`config.mk`:
```
export PLATFORM = sky130hd
export DESIGN_NAME = audio_adc_rx
export DESIGN_NICKNAME = d
export VERILOG_FILES = /design/src/rtl/audio_adc_rx.sv
export SDC_FILE = /design/constraint.sdc
export NUM_CORES = 1
export LEC_CHECK = 0
export ABC_AREA = 1
export CAP_MARGIN = 0
export CORE_ASPECT_RATIO = 0.5
export CORE_MARGIN = 2
export CORE_UTILIZATION = 30
export DETAILED_ROUTE_END_ITERATION = 12
export HOLD_SLACK_MARGIN = 0.1
export PLACE_DENSITY = 0.46
export SETUP_SLACK_MARGIN = 0.1
export SYNTH_ARGS = -nofsm -noshare
export SYNTH_HDL_FRONTEND = slang
export SYNTH_SLANG_ARGS = --single-unit
```
`constraint.sdc`:
```
create_clock -name Clk -period 1.3 [get_ports Clk]
set_input_delay 0.195 -clock Clk [delete_from_list [all_inputs] [get_ports Clk]]
set_output_delay 0.195 -clock Clk [all_outputs]
set_load 0.005 [all_outputs]
```
`src/rtl/audio_adc_rx.sv`:
```
// I2S receiver for the codec ADC path: oversamples BCLK/ADCLRCK/ADCDAT in the
// Clk domain, deserializes MSB-first left/right words and presents each stereo
// pair with a one-cycle sample_valid strobe.
module audio_adc_rx #(
    parameter int unsigned DATA_WIDTH = 16
) (
    input  logic                  Clk,
    input  logic                  Reset_n,
    input  logic                  AUD_BCLK,
    input  logic                  AUD_ADCLRCK,
    input  logic                  AUD_ADCDAT,
    input  logic                  err_clr,
    output logic [DATA_WIDTH-1:0] LDATA_IN,
    output logic [DATA_WIDTH-1:0] RDATA_IN,
    output logic                  sample_valid,
    output logic                  frame_err
);

    localparam int unsigned CntW = $clog2(DATA_WIDTH) + 1;

    typedef enum logic [1:0] {StIdle, StSkip, StShift, StHold} state_e;

    // [0] sync stage 1, [1] sync stage 2, [2] delay flop
    logic [2:0] bclk_sr, lrck_sr, dat_sr;

    logic bclk_rise, lrck_edge, lrck_lvl, dat;

    state_e                state_q, state_d;
    logic [DATA_WIDTH-1:0] shift_q, shift_d;
    logic [CntW-1:0]       cnt_q, cnt_d;
    logic                  chan_q, chan_d;
    logic                  word_done, short_err;

    logic                  done_q, done_chan_q;
    logic [DATA_WIDTH-1:0] left_hold;
    logic                  left_ok, pair_q;

    // Two-flop synchronizers plus one delay flop per codec pin
    always_ff @(posedge Clk or negedge Reset_n) begin
        if (!Reset_n) begin
            bclk_sr <= '0;
            lrck_sr <= '0;
            dat_sr  <= '0;
        end else begin
            bclk_sr <= {bclk_sr[1:0], AUD_BCLK};
            lrck_sr <= {lrck_sr[1:0], AUD_ADCLRCK};
            dat_sr  <= {dat_sr[1:0], AUD_ADCDAT};
        end
    end

    assign bclk_rise = bclk_sr[1] & ~bclk_sr[2];
    assign lrck_edge = lrck_sr[1] ^ lrck_sr[2];
    assign lrck_lvl  = lrck_sr[1];
    // Delayed copy keeps the data bit aligned with the edge strobes
    assign dat       = dat_sr[2];

    // Framing FSM state and shift register
    always_ff @(posedge Clk or negedge Reset_n) begin
        if (!Reset_n) begin
            state_q <= StIdle;
            shift_q <= '0;
            cnt_q   <= '0;
            chan_q  <= 1'b0;
        end else begin
            state_q <= state_d;
            shift_q <= shift_d;
            cnt_q   <= cnt_d;
            chan_q  <= chan_d;
        end
    end

    // Next-state logic; an LRCK edge outranks a simultaneous BCLK rise, which
    // then serves as the skipped bit
    always_comb begin
        state_d   = state_q;
        shift_d   = shift_q;
        cnt_d     = cnt_q;
        chan_d    = chan_q;
        word_done = 1'b0;
        short_err = 1'b0;
        if (lrck_edge && (state_q != StIdle || !lrck_lvl)) begin
            chan_d    = lrck_lvl;
            cnt_d     = '0;
            short_err = (state_q == StShift);
            state_d   = bclk_rise ? StShift : StSkip;
        end else begin
            unique case (state_q)
                StIdle: ;
                StSkip: begin
                    if (bclk_rise) begin
                        cnt_d   = '0;
                        state_d = StShift;
                    end
                end
                StShift: begin
                    if (bclk_rise) begin
                        shift_d = {shift_q[DATA_WIDTH-2:0], dat};
                        cnt_d   = cnt_q + CntW'(1);
                        if (cnt_q == CntW'(DATA_WIDTH - 1)) begin
                            word_done = 1'b1;
                            state_d   = StHold;
                        end
                    end
                end
                StHold: ;
                default: state_d = StIdle;
            endcase
        end
    end

    // Word completion, left/right pairing and sticky error flag
    always_ff @(posedge Clk or negedge Reset_n) begin
        if (!Reset_n) begin
            done_q      <= 1'b0;
            done_chan_q <= 1'b0;
            left_hold   <= '0;
            left_ok     <= 1'b0;
            pair_q      <= 1'b0;
            frame_err   <= 1'b0;
        end else begin
            done_q      <= word_done;
            done_chan_q <= chan_q;
            pair_q      <= 1'b0;
            if (short_err && !chan_q) begin
                left_ok <= 1'b0;
            end
            if (done_q) begin
                if (!done_chan_q) begin
                    left_hold <= shift_q;
                    left_ok   <= 1'b1;
                end else if (left_ok) begin
                    pair_q  <= 1'b1;
                    left_ok <= 1'b0;
                end
            end
            if (short_err) begin
                frame_err <= 1'b1;
            end else if (err_clr) begin
                frame_err <= 1'b0;
            end
        end
    end

    // Output registers; shift_q still holds the right word while HOLD lasts
    always_ff @(posedge Clk or negedge Reset_n) begin
        if (!Reset_n) begin
            LDATA_IN     <= '0;
            RDATA_IN     <= '0;
            sample_valid <= 1'b0;
        end else begin
            sample_valid <= pair_q;
            if (pair_q) begin
                LDATA_IN <= left_hold;
                RDATA_IN <= shift_q;
            end
        end
    end

endmodule

```
==> metrics, run 1 <==
layout cells sized above 1 approximately 30%; max-slew violations 0; number of global-route vias before repair 2166; Die Ht 78.7 um; Period Utilization, post-route 106%; Worst EP arrival approximately 1.6 ns; clock sinks 87; final hold vios 0; core region area between 10000 and 15000 um^2; final setup vio count 19; Synth area leaders dfrtp_1, nand2_1, mux2_2; Area Overhead vs Synth 39.2%; total power ~6800 uW; Final ANT Viol Nets 0; FILL cells approximately 1000; biggest area consumer among synthesized cells dfrtp_1; synthesized area per cell 11.2 um^2; number of port buffers 39; Post-Route Skew 0.00851 ns; CTS tree yes; Setup WS post-layout -0.0757 ns; GP Congestion just under 0.8; Slew HR 80.1%; worst-path maximum fanout 9; cell row count 27; CTS root buffer clkbuf_16; DRC viols 0; Synth top area share 65.1%; Post-synth top cells dfrtp_1, nand2_1, inv_1; IO Count 40; Period minus WS final 1.38 ns; drt total wl 6.32 mm; sequential share of the synthesized area 65.1%; CP required 1.53 ns; htree depth 3; post-synthesis register bit count 87; antenna violations before repair 0; TritonCTS buffer count 9; routed length per instance 12.0 um; status finished, violations left; Reg clk slew, reported paths 0.06 ns; Crit Path Class reg -> reg; Mapped Area 3340 um^2; PD cells 1460 nW/um^2; failing checks negative setup slack; worst vdd ir 0.000651 V; Mapped Nets 307; largest net degree at the start of global routing 34; Hold WC Path Type in -> async; Avg Vias per Cell 4.24; number of synthesized flops with an enable pin 0; MaxCap Viol Count 0; Synth async-reset ratio 100%; DR iter-0 viols 89; Least-Margin Pin Slew 0.298 ns; top-count cell post-synth dfrtp_1; HPWL Detailed 4.21 mm; library cells used by synthesis 22; Final Util 42.7%; detailed-route via count 2236; global-route wire length before repair ~11 mm; ys flop type dfrtp_1; RSZ-0062 raised after global routing true; # diodes 0; Post-Synthesis Cells roughly 300; startpoint types flop; initial core utilization approximately 30%; all-layer global routing usage between 10% and 20%; gr ovfl total 0; LEAKAGE 0.00224 uW; clk_lat worst skew 0.34 ns; die area ~12000 um^2; synthesis warning total 0; layout net count 385; Initial DRT Pass Iterations 5; deepest clock path buffer count 2; Crit. End Element flop; die width 153 um; Fmax achieved 0.727 GHz
-- state kept, by name, summed over array words and instances (netlist names) --
signal	flops
LDATA_IN	16
RDATA_IN	16
left_hold	16
shift_q	16
cnt_q	5
bclk_sr	3
dat_sr	3
lrck_sr	3
state_q	2
chan_q	1
done_chan_q	1
done_q	1
frame_err	1
left_ok	1
pair_q	1
sample_valid	1
-- report_power, final --
part           switching (uW)  leakage [uW]  internal, uW
Clock                    1050      0.000160          1690
Sequential                106       0.00118          2880
Combinational             625      0.000904           467
-- cell families after synthesis --
kind of cell    count (synthesis)  synth area share, %
compound gates                 49                 9.35
fa+ha+maj                       2                0.748
buf+inv                        40                 5.31
flops                          87                 65.1
mux                            18                 6.06
simple gates                  103                 13.4
-- area by class of cell --
| class | instances | area [um^2] | share of cell area [%] |
|---|---|---|---|
| clock buffer | 9 | 225 | 4.84 |
| clock inverter | 7 | 96.3 | 2.07 |
| inverter | 29 | 111 | 2.39 |
| multi-input combinational | 172 | 1060 | 22.8 |
| sequential | 87 | 2180 | 46.8 |
| tap | 145 | 181 | 3.90 |
| timing repair buffer | 78 | 801 | 17.2 |
-- cells in the final DEF (no fill, tap or decap), types with 2 or more instances in the layout --
cell type / instances
nand2_1: 56
clkbuf_16: 9
nand4_1: 2
clkinv_4: 2
nand3_1: 8
inv_2: 4
clkdlybuf4s15_1: 30
buf_4: 29
nand3_4: 2
buf_12: 6
clkinv_2: 2
o21ai_2: 16
nor2_2: 3
clkdlybuf4s50_1: 4
buf_6: 2
mux2_2: 18
dfrtp_1: 86
o21ai_0: 17
nand2_2: 5
dlygate4sd2_1: 4
inv_1: 24
nand2_4: 4
a21oi_1: 15
nor2_1: 20
buf_16: 2
bufinv_16: 2
-- what timing repair did --
action / in CTS / in global routing
pin swaps: 6 / 5
endpoints found under the setup margin: 58 / 54
buffers inserted: 12 / 9
endpoints found under the hold margin: 87 / 0
gates cloned: 2 / 0
resized for setup: 44 / 43
hold buffers: 1 / 0
-- worst max-delay path: stages (launching register included) --
cell     delay [ns]
dfrtp_1        0.40
inv_2          0.11
nand3_2        0.13
nand2_4        0.13
nand3_4        0.08
buf_12         0.16
buf_12         0.13
nand2_1        0.06
o21ai_2        0.05
-- metrics by stage --
stage               setup WS (ns)  area [um^2]  std cells  setup TNS, ns  hold WS [ns]
floorplan                  0.0177         3350        299              0        -0.101
global placement          -0.0203         4040        489        -0.0399        0.0174
detailed placement        -0.0444         4040        489        -0.0870        0.0212
CTS                       -0.0625         4490        519         -0.144         0.205
global route               -0.191         4660        527          -2.53         0.221
finish                    -0.0757         4660        527          -1.23         0.217
-- path summary, 6_finish.rpt --
check,from,endpoint,slack (ns),cells past startpoint
setup / recovery,state_q[1],shift_q[10],-0.08,8
hold / removal,Reset_n,bclk_sr[1],0.22,2
min in group Clk,AUD_BCLK,bclk_sr[0],0.29,1
max in group asynchronous,Reset_n,LDATA_IN[1],0.58,3
setup reg to reg,state_q[1],shift_q[10],-0.08,8
hold reg to reg,lrck_sr[0],lrck_sr[1],0.35,0
-- per-layer routing --
layer	up-vias	track usage (%)	part of all wire, %
met5	-	0	0
met3	5	4.25	4.6
met1	1059	14.7	48
li1	1127	-	-
met2	45	17.2	47
met4	0	4.63	0.89
Power figures use the tool's default switching activity.
==> run 2: changes to the inputs <==
--- a/config.mk
+++ b/config.mk
@@ -12,7 +12,7 @@
 export CORE_UTILIZATION = 30
 export DETAILED_ROUTE_END_ITERATION = 12
 export HOLD_SLACK_MARGIN = 0.1
-export PLACE_DENSITY = 0.46
+export PLACE_DENSITY = 0.44
 export SETUP_SLACK_MARGIN = 0.1
 export SYNTH_ARGS = -nofsm -noshare
 export SYNTH_HDL_FRONTEND = slang
==> constraint.sdc (replaced) <==
create_clock -name Clk -period 1.4 [get_ports Clk]
set_input_delay 0.21 -clock Clk [delete_from_list [all_inputs] [get_ports Clk]]
set_output_delay 0.21 -clock Clk [all_outputs]
set_load 0.005 [all_outputs]
==> run 2 against run 1 <==
  * The flow now finishes without violations
  * Sequential cell count stayed put
  * Combinational power is 21% lower
  * Setup slack better by 0.13 ns
  * Register-to-register slack better by 0.13 ns
  * Die area stayed put
  * Count of clock-buffer cells in the layout is 5 higher
  * Clock skew is 0.0054 ns lower
  * Utilization is 1.9 points lower
  * Sequential share of layout area is 2.2 points higher
  * Final area is 4.4% lower
  * Sequential power is 5% lower
  * Critical endpoint is now shift_q[9]
  * Largest power group unchanged
  * Highest routed layer unchanged
==> metrics, run 2 (same netlist as run 1, synthesis figures left out) <==
status finished, final reports clean; PD cells 1320 nW/um^2 (-9.6%); Sw Pwr 1570 uW (-12%); TNS Setup 0 ns (+1.23 ns); MaxCap Viol Count 0 (unchanged); Clock power frac 37.6% (-2.6 points); die width 153 um (unchanged); Avg Vias per Cell 4.32 (+1.8%); Net Sw Frac 26.6% (+0.49 points); HPWL Detailed 4.08 mm (-3.2%); Setup WS pre-CTS 0.00810 ns (+0.0525 ns); CP required 1.62 ns (+0.09 ns); antenna violations before repair 0 (unchanged); largest net degree at the start of global routing 44 (+29%); Least-Margin Pin Slew 0.243 ns (-0.0555 ns); clk_lat worst skew 0.33 ns (about the same); Period minus WS final 1.35 ns (-0.0271 ns); global-route wire length before repair 10.6 mm (-1.5%); worst-path maximum fanout 15 (+6); critical path's most frequent cell nand3_4; Slowest-stage cell, CP dfrtp_1; drt total wl 6.16 mm (-2.5%); Area Overhead vs Synth 33.1%; most common cell after layout, fill and taps aside dfrtp_1; Post-DP Area 3990 um^2 (-1.2%); clock sinks 87 (unchanged); Reg clk slew, reported paths 0.06 ns (about the same); sequential power share 47.8% (+4.0 points); most frequent cells in the layout dfrtp_1, nand2_1, dlygate4sd2_1; fin area 4450 um^2 (-4.4%); routed length per instance 12.1 um (+0.98%); detailed-route via count 2198 (-1.7%); final hold vios 0 (unchanged); Final ANT Viol Nets 0 (unchanged); Initial DRT Pass Iterations 4 (-1); layout cells sized above 1 28.0% (-2.1 points); Logic pwr share 14.6% (-1.4 points); worst vdd ir 0.000564 V (-13%); Internal Power 4320 uW (-14%); DRC viols 0 (unchanged); # diodes 0 (unchanged); final setup vio count 0 (-19); CP top delay family flip-flops; number of global-route vias before repair 2191 (+1.2%); Worst EP arrival 1.57 ns (-0.03 ns); CP Buf/Inv Count 2 (-1); cell row count 27 (unchanged); number of port buffers 39 (unchanged); Die Ht 78.7 um (unchanged); layout net count 367 (-4.7%); core region area 10900 um^2 (unchanged); Post-Route Skew 0.00310 ns (-0.00540 ns); die area 12100 um^2 (unchanged); all-layer global routing usage 11.1% (-0.22 points); Fmax achieved 0.741 GHz (+2.0%); max-slew violations 0 (unchanged); Crit. End Element flop; RSZ-0062 raised after global routing true; crit-path max cell delay 0.45 ns (+0.05 ns); TritonCTS buffer count 9 (unchanged); CTS root buffer clkbuf_16; deepest clock path buffer count 2 (unchanged); Slew HR 83.8% (+3.7 points); initial core utilization 30.7% (unchanged); total power 5890 uW (-14%); FILL cells 1066 (+4.6%); startpoint types flop; GP Congestion 0.787 (about the same); Hold WC Path Type in -> async; CP cell instances inv_2 > nand3_4 > nand2_4 > nand3_4 > buf_12 > nand2_1 > o21ai_2; IO Count 40 (unchanged); gr ovfl total 0 (unchanged); Crit Path Class reg -> reg; Setup WS post-layout 0.0514 ns (+0.127 ns); htree depth 3 (unchanged); CTS tree yes; DR iter-0 viols 80 (-10%); Period Utilization, post-route 96.3% (-9.5 points); LEAKAGE 0.00222 uW (-1.0%)
[run 2: changes by cell type in the layout (fill, tap and decap cells not counted), moves of 3 or more]
cell / before / now
nand2_1: 56 / 46
clkdlybuf4s15_1: 30 / 0
nand2_4: 4 / 11
buf_4: 29 / 12
clkbuf_1: 0 / 3
dlygate4sd2_1: 4 / 34
nand2_2: 5 / 8
[run 2: final cells by class]
type	count	area, um^2	area share, %
clock buffer	14	264	5.93
clock inverter	2	15.0	0.337
sequential	87	2180	49.0
timing repair buffer	60	606	13.6
multi-input combinational	172	1090	24.6
inverter	29	111	2.50
tap	145	181	4.08
[run 2: power by group through the flow]
| stage | Sequential [uW] | Clock (uW) | Combinational, uW |
|---|---|---|---|
| after floorplan | 2810 | 0 | 467 |
| after global placement | 2820 | 0 | 680 |
| after detailed placement | 2820 | 0 | 702 |
| after CTS | 2780 | 2320 | 712 |
| after global routing | 2830 | 2420 | 966 |
| final | 2820 | 2220 | 859 |
[run 2: stage by stage]
| step | util [%] | cells | hold WS, ns |
|---|---|---|---|
| 2_1_floorplan | - | 299 | -0.0856 |
| 3_3_place_gp | 36.6 | 481 | 0.0415 |
| 3_5_place_dp | 36.6 | 481 | 0.0441 |
| 4_1_cts | 39.2 | 503 | 0.231 |
| 5_1_grt | 40.8 | 509 | 0.241 |
| 6_report | 40.8 | 509 | 0.243 |
[run 2: path summary, 6_finish.rpt]
| kind | startpoint | endpoint | slack (ns) | cells after the start |
|---|---|---|---|---|
| min in group Clk | AUD_BCLK | bclk_sr[0] | 0.31 | 1 |
| hold reg to reg | bclk_sr[0] | bclk_sr[1] | 0.35 | 0 |
| setup / recovery | state_q[0] | shift_q[9] | 0.05 | 7 |
| max in group asynchronous | Reset_n | LDATA_IN[6] | 0.71 | 3 |
| hold / removal | Reset_n | lrck_sr[0] | 0.24 | 2 |
| setup reg to reg | state_q[0] | shift_q[9] | 0.05 | 7 |
[run 2: metal layers]
layer  track usage [%]  vias to the layer above  share of wire [%]
met5                 0                        -                  0
met4              4.72                        0                1.6
met3              4.25                        7                3.6
met2              17.7                       31                 48
met1              13.7                     1078                 47
li1                  -                     1082                  -
[run 2: timing repair]
item	4_1_cts	5_1_grt
hold endpoints to repair	87	0
cloned	0	1
hold buffers	1	0
setup buffers	5	5
pin swaps	2	4
setup endpoints to repair	52	23
resized for setup	37	31
